**src/rtl/bcd2bin_pkg.sv**
```systemverilog
// Shared types and constants for the sequential BCD-to-binary converter.
package bcd2bin_pkg;

    typedef enum logic [1:0] {
        IDLE  = 2'd0,
        SHIFT = 2'd1,
        DONE  = 2'd2
    } state_t;

    localparam int DIGIT_W = 4;

    function automatic int cnt_width(input int bin_w);
        return $clog2(bin_w);
    endfunction

    function automatic logic digit_illegal(input logic [DIGIT_W-1:0] d);
        return d > 4'd9;
    endfunction

endpackage

```
**src/rtl/bcd2bin_seq_if.sv**
```systemverilog
// Ready/valid bundle between a BCD producer, the converter and a binary consumer.
interface bcd2bin_seq_if #(
    parameter int NDIGITS = 3,
    parameter int BIN_W   = 10
);
    logic                   in_valid;
    logic                   in_ready;
    logic [4*NDIGITS-1:0]   in_bcd;
    logic                   out_valid;
    logic                   out_ready;
    logic [BIN_W-1:0]       out_bin;
    logic                   out_err;

    modport master (
        output in_valid, in_bcd, out_ready,
        input  in_ready, out_valid, out_bin, out_err
    );

    modport slave (
        input  in_valid, in_bcd, out_ready,
        output in_ready, out_valid, out_bin, out_err
    );
endinterface

```
**src/rtl/bcd_digit_adj.sv**
```systemverilog
// Per-digit correction step of reverse double-dabble: subtract 3 from any digit >= 8.
module bcd_digit_adj
    import bcd2bin_pkg::*;
(
    input  logic [DIGIT_W-1:0] d,
    output logic [DIGIT_W-1:0] q
);

    assign q = (d >= 4'd8) ? d - 4'd3 : d;

endmodule

```
**src/rtl/bcd2bin_seq.sv**
```systemverilog
// Sequential packed-BCD to binary converter, one shift per cycle (reverse double-dabble).
// Optional digit range check enabled by defining BCD2BIN_DIGIT_CHECK_EN.
module bcd2bin_seq
    import bcd2bin_pkg::*;
#(
    parameter int NDIGITS = 3,
    parameter int BIN_W   = 10
) (
    input  logic            clk,
    input  logic            rst,
    bcd2bin_seq_if.slave    bus
);

    localparam int BCD_W = DIGIT_W * NDIGITS;
    localparam int CNT_W = cnt_width(BIN_W);
    localparam logic [CNT_W-1:0] LAST = CNT_W'(BIN_W - 1);

    state_t             state, state_nxt;
    logic [BCD_W-1:0]   bcd_reg, bcd_nxt;
    logic [BIN_W-1:0]   bin_reg, bin_nxt;
    logic [CNT_W-1:0]   count, count_nxt;

    logic [BCD_W-1:0]   bcd_sh;
    logic [BCD_W-1:0]   bcd_adj;
    logic [BIN_W-1:0]   bin_sh;
    logic               accept;
    logic               take;

    // The concatenated {bcd, bin} register shifts right as one word.
    assign bcd_sh = {1'b0, bcd_reg[BCD_W-1:1]};
    assign bin_sh = {bcd_reg[0], bin_reg[BIN_W-1:1]};

    for (genvar i = 0; i < NDIGITS; i++) begin : g_adj
        bcd_digit_adj u_adj (
            .d (bcd_sh[i*DIGIT_W +: DIGIT_W]),
            .q (bcd_adj[i*DIGIT_W +: DIGIT_W])
        );
    end

    assign accept      = (state == IDLE) && bus.in_valid;
    assign take        = (state == DONE) && bus.out_ready;
    assign bus.out_bin = bin_reg;

    always_ff @(posedge clk) begin
        if (rst) begin
            state   <= IDLE;
            bcd_reg <= '0;
            bin_reg <= '0;
            count   <= '0;
        end else begin
            state   <= state_nxt;
            bcd_reg <= bcd_nxt;
            bin_reg <= bin_nxt;
            count   <= count_nxt;
        end
    end

    always_comb begin
        state_nxt     = state;
        bcd_nxt       = bcd_reg;
        bin_nxt       = bin_reg;
        count_nxt     = count;
        bus.in_ready  = (state == IDLE);
        bus.out_valid = (state == DONE);
        case (state)
            IDLE: begin
                if (accept) begin
                    bcd_nxt   = bus.in_bcd;
                    bin_nxt   = '0;
                    count_nxt = '0;
                    state_nxt = SHIFT;
                end
            end
            SHIFT: begin
                bcd_nxt   = bcd_adj;
                bin_nxt   = bin_sh;
                count_nxt = count + 1'b1;
                if (count == LAST) begin
                    state_nxt = DONE;
                end
            end
            DONE: begin
                if (take) begin
                    state_nxt = IDLE;
                end
            end
            default: begin
                state_nxt = IDLE;
            end
        endcase
    end

`ifdef BCD2BIN_DIGIT_CHECK_EN
    logic err_reg;
    logic digit_err;

    always_comb begin
        digit_err = 1'b0;
        for (int i = 0; i < NDIGITS; i++) begin
            if (digit_illegal(bus.in_bcd[i*DIGIT_W +: DIGIT_W])) begin
                digit_err = 1'b1;
            end
        end
    end

    // The flag is captured with the operand and lives until the result is taken.
    always_ff @(posedge clk) begin
        if (rst) begin
            err_reg <= 1'b0;
        end else if (accept) begin
            err_reg <= digit_err;
        end else if (take) begin
            err_reg <= 1'b0;
        end
    end

    assign bus.out_err = err_reg;
`else
    assign bus.out_err = 1'b0;
`endif

endmodule

```
**src/flat_wrapper.sv**
```systemverilog
// flat-port wrapper written by rule: the top's interface ports become plain ports
module bcd2bin_seq_flat import bcd2bin_pkg::*;
#(
    parameter int NDIGITS = 3,
    parameter int BIN_W   = 10
)
  (clk, rst, bus_in_valid, bus_in_bcd, bus_out_ready, bus_in_ready, bus_out_valid, bus_out_bin, bus_out_err);
  bcd2bin_seq_if #(.NDIGITS(NDIGITS), .BIN_W(BIN_W)) bus_i ();
  input  logic clk;
  input  logic rst;
  input wire logic [$bits(bus_i.in_valid)-1:0] bus_in_valid;
  input wire logic [$bits(bus_i.in_bcd)-1:0] bus_in_bcd;
  input wire logic [$bits(bus_i.out_ready)-1:0] bus_out_ready;
  output wire logic [$bits(bus_i.in_ready)-1:0] bus_in_ready;
  output wire logic [$bits(bus_i.out_valid)-1:0] bus_out_valid;
  output wire logic [$bits(bus_i.out_bin)-1:0] bus_out_bin;
  output wire logic [$bits(bus_i.out_err)-1:0] bus_out_err;
  assign bus_i.in_valid = bus_in_valid;
  assign bus_i.in_bcd = bus_in_bcd;
  assign bus_i.out_ready = bus_out_ready;
  assign bus_in_ready = bus_i.in_ready;
  assign bus_out_valid = bus_i.out_valid;
  assign bus_out_bin = bus_i.out_bin;
  assign bus_out_err = bus_i.out_err;
  bcd2bin_seq #(.NDIGITS(NDIGITS), .BIN_W(BIN_W)) u_core (.clk(clk), .rst(rst), .bus(bus_i));
endmodule
```
**config.mk**
```make
export PLATFORM = sky130hd
export DESIGN_NAME = bcd2bin_seq_flat
export DESIGN_NICKNAME = d
export VERILOG_FILES = /design/src/rtl/bcd2bin_pkg.sv /design/src/rtl/bcd2bin_seq_if.sv /design/src/rtl/bcd_digit_adj.sv /design/src/rtl/bcd2bin_seq.sv /design/src/flat_wrapper.sv
export SDC_FILE = /design/constraint.sdc
export NUM_CORES = 1
export LEC_CHECK = 0
export ABC_AREA = 1
export BUFFER_PORTS_ARGS = -buffer_cell sky130_fd_sc_hd__buf_4
export CAP_MARGIN = 20
export CORE_MARGIN = 8
export CORE_UTILIZATION = 31
export CTS_BUF_LIST = sky130_fd_sc_hd__clkbuf_4 sky130_fd_sc_hd__clkbuf_8
export CTS_CLUSTER_SIZE = 30
export DETAILED_ROUTE_END_ITERATION = 12
export GPL_TIMING_DRIVEN = 0
export PLACE_DENSITY = 0.58
export REMOVE_ABC_BUFFERS = 1
export SKIP_LAST_GASP = 1
export SYNTH_ARGS = -nofsm -noshare
export SYNTH_HDL_FRONTEND = slang
export SYNTH_SLANG_ARGS = --single-unit
```
**constraint.sdc**
```tcl
create_clock -name clk -period 1 [get_ports clk]
set_input_delay 0.1 -clock clk [delete_from_list [all_inputs] [get_ports clk]]
set_output_delay 0.1 -clock clk [all_outputs]
set_load 0.005 [all_outputs]
```
# Yosys cells after proc, flatten, opt, wreduce, memory -nomap -nowiden
# Index checks and enable logic that the tools add are counted.
dict set report totals {
  out_inout_bits 13
  in_bits 16
  ff_bits 28
}
dict set report op_classes {
  n_reduce_logical 6
  add_sub_neg 4
  order_cmp 3
  n_mux 13
  eq_ne 6
}
# cell n
set ops {}
lappend ops {{$pmux 12 s2} 1}
lappend ops {{$pmux 10 s2} 1}
lappend ops {{$mux 4} 4}
lappend ops {{$mux 12} 1}
lappend ops {{$mux 10} 1}
lappend ops {{$ge 4x4->1 const B} 2}
lappend ops {{$pmux 4 s2} 1}
lappend ops {{$sub 4x2->4 const B} 2}
lappend ops {{$mux 2} 3}
lappend ops {{$ne 2x1->1 const B} 3}
lappend ops {{$pmux 2 s3} 1}
lappend ops {{$add 4x1->4 const B} 1}
lappend ops {{$eq 4x4->1 const B} 1}
lappend ops {{$ge 3x4->1 const B} 1}
lappend ops {{$sub 3x2->4 const B} 1}
lappend ops {{$reduce_and 3->1} 1}
lappend ops {{$eq 2x1->1 const B} 1}
lappend ops {{$eq 2x2->1 const B} 1}
lappend ops {{$logic_and 1x1->1} 2}
lappend ops {{$logic_not 2->1} 1}
lappend ops {{$reduce_and 2->1} 1}
lappend ops {{$reduce_bool 2->1} 1}

# Longest topological paths before layout
# Gate-level depths: netlist (run 1).
dict set report depth {
  word_depth 4
  depth_mapped 8
}

# Modules after synthesis
# From an unflattened synthesis (run 1), not the netlist that was laid out.
dict set report hier_totals {
  cells_unflattened 234
  area_unflattened_um2 1542.7
}
# mod cells_each area_each_um2 seq_area_each_um2 instances
set modules_own_cells {}
lappend modules_own_cells {bcd2bin_seq 186 1276.2 560.5 1}
lappend modules_own_cells {bcd_digit_adj 16 88.8 0.0 3}

# Worst setup path after synthesis (run 1)
# No wires, ideal clock.
dict set report synth_path {
  kind {reg-to-reg}
  start {reg u_core.state[0]}
  end {reg u_core.count[2]}
  setup_time_ps 117
  synth_period_minus_slack_ps 1040
  stages_incl_launch_ff 7
  t_required_ps 883
  arrival_ps 923
  path_slack_ps -40
  path_cell_list {dfxtp_1 inv_2 nor2_1 buf_4 nand2_1 o21ai_1 a21oi_1}
}
dict set report synth_via {
  elab_chain_len 4
  word_cells_on_any_way 7
}
# element line_no
set synth_rtl {}
lappend synth_rtl {{from (decl)} bcd2bin_seq.sv:18} ;# state_t state, state_nxt;
lappend synth_rtl {{from (signal assigned)} bcd2bin_seq.sv:51} ;# state <= state_nxt;
lappend synth_rtl {{$logic_not 2->1} {bcd2bin_seq.sv:40, bcd2bin_seq.sv:65}}
lappend synth_rtl {{$logic_and 1x1->1} bcd2bin_seq.sv:40} ;# assign accept = (state == IDLE) && bus.in_valid;
lappend synth_rtl {{$ne 2x1->1 (no source line)} -}
lappend synth_rtl {{$reduce_and 2->1 (no source line)} -}
lappend synth_rtl {{to (signal assigned)} bcd2bin_seq.sv:54} ;# count <= count_nxt;
lappend synth_rtl {{to (decl)} bcd2bin_seq.sv:21} ;# logic [CNT_W-1:0] count, count_nxt;
# Parallel ways exist; a longest one is shown, timed or not.
# A chain may end at the register's enable or synchronous reset.

# Final worst setup path (run 1)
dict set report layout_path {
  start {reg u_core.bcd_reg[1]}
  end {reg u_core.bcd_reg[1]}
}
dict set report layout_via {
  elab_chain_len 3
  word_cells_on_any_way 4
}
# element line_no
set layout_rtl {}
lappend layout_rtl {{from (decl)} bcd2bin_seq.sv:19} ;# logic [BCD_W-1:0] bcd_reg, bcd_nxt;
lappend layout_rtl {{from (signal assigned)} bcd2bin_seq.sv:52} ;# bcd_reg <= bcd_nxt;
lappend layout_rtl {{$sub 4x2->4 / $ge 4x4->1 (equally long branches)} bcd_digit_adj.sv:9} ;# assign q = (d >= 4'd8) ? d - 4'd3 : d;
lappend layout_rtl {{$mux 4 *} bcd_digit_adj.sv:9}
lappend layout_rtl {{$pmux 12 s2 *} bcd2bin_seq.sv:65} ;# case (state)
# Every way passes the cells marked *; elsewhere a longest branch is shown, timed or not.

==> reports/results.ini, run 1 <==
[outcome]
status = finished, violations left
violations = setup timing

[timing]
rsz0062_at_grt = true
holdWs_ns = 0.0914
final.setup_skew_ns = 0.00579
totalNegativeSetupSlack_ns = -1.47
setup_viol = 29
period_share = 1.13
fin_ws_ns = -0.128
maxSlewViolCount = 0
post-route-min-period_ns = 1.13
fmax_ghz = 0.886
final_hold_viol_count = 0

[finish]
final_area_um2 = 1940
drive_gt1_frac = 0.447
layout_common_cells = 38 x nand2_1, 36 x buf_4, 20 x dfxtp_1
synthToLayoutAreaGrowth_pct = 36.7
post-route-util = 0.443
instances_no_fill = 278
layout_commonest_cell = nand2_1
fin_nets = 250
largest_reg_flops = 12
n_antenna_cell = 0

[detailed_routing]
vias_per_cell = 4.63
ant_nets = 0
wire_per_inst_um = 12.5
drtIter0Drc = 70
vias = 1286
drc = 0
finalWirelength_mm = 3.47
firstDrtPassIters = 4

[clocking]
cts_buffer_depth = 2
clockRootBuffer = clkbuf_8
insertion_delay_ns = 0.27
cts_sinks = 28
cts_hold_buffers = 0
cts_buffers = 3
cts_tree = built
clk_pin_slew_ns = 0.09
h-tree-depth = 1

[critical_path]
crit_path_cell_trace = buf_4, inv_2, ha_4, o21ai_1, a21oi_1
required_ns = 1.16
critPathMaxStageDelay_ns = 0.37
end_kind = register
critical_path_class = reg2reg
arrival_ns = 1.29
startpoint_type = register
crit_path_start = u_core.bcd_reg[1]$_SDFFE_PP0P_
worst-path-max-fanout = 4
slowest_stage = dfxtp_4
r2r_start = u_core.bcd_reg[1]$_SDFFE_PP0P_

[pwr]
power.density_nw_per_um2 = 1190
vdd_drop_max_v = 0.000482
power_mw = 2.31
leakage_nw = 0.797

[synth]
yosysTopAreaCell = dfxtp_1
yosysWarnings = 0
yosys.area.top_type_share = 0.395
synth-seq-cells = 28
synth.distinct_cells = 25
avgSynthCellArea_um2 = 7.47
ys_top_cells_by_area = dfxtp_1 39%, nand2_1 12%, a21oi_2 6.8%
synth-edff-count = 0
ys_seq_area_frac = 0.395
synthArstFlopShare = 0
synthesis.area_um2 = 1420
synthFlopType = dfxtp_1
netlist_instances = 190

[placement]
dpl_worst_slack_ns = -0.735
post-dp-hpwl_mm = 2.26
place_inst = 262
dpl_cell_area_um2 = 1640
gp_congestion = 0.726
port_buffers = 27

[hold_path]
hp-start = bus_in_bcd[11]
hold_class = in2reg

[global_routing]
grt_overflow = 0
grtUsageTotal = 0.0963
grt_max_degree = 18
antenna_found_initial = 0
grt_pass1_vias = 1234
grt_pass1_wl_mm = 5.73

[floorplan]
dieArea_um2 = 7000
die_height_um = 83.7
die_w_um = 83.7
io_pins = 29
coreArea_um2 = 4380
core.rowCount = 24
start_util = 0.324

[run]
drv_cap = 0

==> what timing repair did <==
item	CTS	global route
cloned	1	1
pin swaps	5	11
resized for setup	28	28
endpoints found under the hold margin	0	0
setup buffers	7	4
endpoints found under the setup margin	29	29
==> final timing paths <==
kind / end / slack, ns / depth (start not counted)
hold reg to reg: u_core.count[0]$_SDFFE_PP0P_ / 0.47 / 1
setup / recovery: u_core.bcd_reg[1]$_SDFFE_PP0P_ / -0.13 / 5
hold / removal: u_core.bcd_reg[11]$_SDFFE_PP0P_ / 0.09 / 3
setup reg to reg: u_core.bcd_reg[1]$_SDFFE_PP0P_ / -0.13 / 5
==> power breakdown <==
part	leakage, nW	switching [mW]	internal (mW)	total, mW
registers	0.232	0.0501	1.17	1.22
clock network	0.0216	0.334	0.270	0.604
logic	0.543	0.278	0.216	0.494
==> layer usage <==
| layer | up-vias | routed length, µm | global-route usage |
|---|---|---|---|
| met3 | 2 | 57 | 0.0166 |
| met2 | 9 | 1750 | 0.161 |
| met5 | - | 0 | 0 |
| met1 | 593 | 1620 | 0.119 |
| met4 | 0 | 44 | 0.0377 |
| li1 | 682 | - | - |
==> cell usage after synthesis, drive strengths merged (3+ instances only) <==
library cell,n
o21ai,16
nor3,3
nand2,57
buf,8
inv,20
nor2,13
nand3,11
dfxtp,28
ha,6
a21oi,23
==> cell type report <==
cell class                 instances  area, µm²
clock buffer                       3       41.3
fill                             439       2440
inverter                          20       97.6
multi-input combinational        135        842
sequential                        28        578
tap                               52       65.1
timing repair buffer              39        308
timing repair inverter             1       8.76
==> worst max-delay path, delay by kind of cell, from the launching register on <==
family / cells / cell delay, ns
adder cells (fa/ha/maj): 1 / 0.20
AO/OA/AOI/OAI: 2 / 0.24
flip-flops: 1 / 0.37
buffers and inverters: 2 / 0.22
==> cells by family after synthesis <==
group           synth area share
simple gates               0.276
compound gates             0.176
buf+inv                   0.0978
flops                      0.395
fa+ha+maj                 0.0529
other cells              0.00264
Power figures use the tool's default switching activity.
==> run 2, diff against run 1 <==
HOLD_SLACK_MARGIN = 0.1   (was default)
==> reports/results.ini, run 2 (synthesis gave the netlist of run 1 again) <==
[pwr]
leakage_nw = 0.805  ; +1.0%
vdd_drop_max_v = 0.000482  ; about the same
power_mw = 2.32  ; +0.42%
power.density_nw_per_um2 = 1180  ; -0.60%

[placement]
port_buffers = 27  ; unchanged
dpl_cell_area_um2 = 1640  ; unchanged
gp_congestion = 0.726  ; unchanged
post-dp-hpwl_mm = 2.26  ; unchanged

[detailed_routing]
vias = 1298  ; +0.93%
ant_nets = 0  ; unchanged
drtIter0Drc = 61  ; -13%
finalWirelength_mm = 3.49  ; +0.63%
firstDrtPassIters = 4  ; unchanged
wire_per_inst_um = 12.5  ; about the same
vias_per_cell = 4.64  ; +0.21%
drc = 0  ; unchanged

[global_routing]
grt_most_used_layer = met2
use_met2 = 0.164  ; +0.00281
antenna_found_initial = 0  ; unchanged
grt_max_degree = 18  ; unchanged
met1_usage = 0.119  ; unchanged
grt_pass1_vias = 1255  ; +1.7%
grt_pass1_wl_mm = 5.80  ; +1.2%
grtUsageTotal = 0.0973  ; +0.000999
grtUsageMet3 = 0.0166  ; unchanged
grt_overflow = 0  ; unchanged

[timing]
fin_ws_ns = -0.128  ; -0.000242 ns
final_hold_viol_count = 0  ; unchanged
fmax_ghz = 0.886  ; about the same
rsz0062_at_grt = true
period_share = 1.13  ; about the same
setup_viol = 29  ; unchanged
maxSlewViolCount = 0  ; unchanged
post-route-min-period_ns = 1.13  ; +0.000242 ns
final.setup_skew_ns = 0.00706  ; +0.00126 ns

[floorplan]
die_height_um = 83.7  ; unchanged
dieArea_um2 = 7000  ; unchanged
io_pins = 29  ; unchanged
die_w_um = 83.7  ; unchanged
start_util = 0.324  ; unchanged
coreArea_um2 = 4380  ; unchanged
core.rowCount = 24  ; unchanged

[finish]
final-seq-area_um2 = 578  ; unchanged
synthToLayoutAreaGrowth_pct = 38.1
fin_nets = 252  ; +0.80%
final_area_um2 = 1960  ; +1.0%
largest_reg_flops = 12  ; unchanged
layout_common_cells = 38 x nand2_1, 36 x buf_4, 20 x dfxtp_1
fillers = 432  ; -1.6%
drive_gt1_frac = 0.443  ; -0.00392
layout_commonest_cell = nand2_1
n_antenna_cell = 0  ; unchanged
multi_input_area_um2 = 842  ; unchanged
post-route-util = 0.447  ; +0.00457

[clocking]
h-tree-depth = 1  ; unchanged
insertion_delay_ns = 0.27  ; about the same
clockRootBuffer = clkbuf_8
clk_pin_slew_ns = 0.10  ; about the same
cts_tree = built
cts_buffers = 3  ; unchanged
cts_buffer_depth = 2  ; unchanged
cts_sinks = 28  ; unchanged

[critical_path]
critical_path_class = reg2reg
required_ns = 1.17  ; about the same
end_kind = register
worst-path-max-fanout = 4  ; unchanged
startpoint_type = register
arrival_ns = 1.29  ; about the same

[hold_path]
hold_class = in2reg

[outcome]
violations = setup timing
status = finished, violations left

[run]
drv_cap = 0  ; unchanged

==> run 2: cell count changes in the layout (fill, tap and decap cells not counted), sizes merged <==
cell / delta
dlygate4sd3: +2
==> run 2: per-stage QoR <==
step | hold slack (ns) | setup WS [ns] | cells | TNS, ns
floorplan | 0.162 | -0.526 | 182 | -8.75
global placement | 0.381 | -1.03 | 261 | -18.92
detailed placement | 0.381 | -0.735 | 262 | -13.11
CTS | 0.111 | -0.0932 | 275 | -1.35
global route | 0.133 | -0.157 | 280 | -3.26
finish | 0.109 | -0.128 | 280 | -1.46
==> run 2: area by class of cell <==
cell class                 count  area share
tap                           52      0.0332
clock buffer                   3      0.0211
sequential                    28       0.295
multi-input combinational    135       0.429
timing repair inverter         1     0.00447
timing repair buffer          41       0.167
inverter                      20      0.0498
==> run 2: power by group <==
part	total (mW)	internal [mW]	switching, mW	leakage, nW
logic	0.500	0.221	0.280	0.551
clock network	0.607	0.270	0.337	0.0216
registers	1.22	1.17	0.0499	0.232
==> run 2: timing repair <==
action | 4_1_cts | 5_1_grt
gates resized for setup | 28 | 28
endpoints found under the setup margin | 29 | 29
hold buffers | 2 | 0
cloned | 1 | 1
hold endpoints to repair | 2 | 0
buffers inserted | 7 | 4
pin swaps | 5 | 11
==> run 2: final timing paths <==
| check | startpoint | endpoint | slack [ns] | depth (start not counted) |
|---|---|---|---|---|
| setup / recovery | u_core.bcd_reg[1]$_SDFFE_PP0P_ | u_core.bcd_reg[1]$_SDFFE_PP0P_ | -0.13 | 5 |
| hold / removal | bus_in_bcd[3] | u_core.bcd_reg[3]$_SDFFE_PP0P_ | 0.11 | 3 |
| setup reg to reg | u_core.bcd_reg[1]$_SDFFE_PP0P_ | u_core.bcd_reg[1]$_SDFFE_PP0P_ | -0.13 | 5 |
| hold reg to reg | u_core.count[0]$_SDFFE_PP0P_ | u_core.count[0]$_SDFFE_PP0P_ | 0.47 | 1 |
==> run 2: critical path, cell delays in order, from the launching register on <==
cell and delay [ns]:
dfxtp_4 0.37, buf_4 0.13, inv_2 0.09, ha_4 0.20, o21ai_1 0.16, a21oi_1 0.08
==> run 2: layer usage <==
| metal | routed length, µm | part of all wire | up-vias |
|---|---|---|---|
| li1 | - | - | 688 |
| met1 | 1620 | 0.46 | 599 |
| met2 | 1770 | 0.51 | 9 |
| met3 | 57 | 0.016 | 2 |
| met4 | 44 | 0.013 | 0 |
| met5 | 0 | 0 | - |
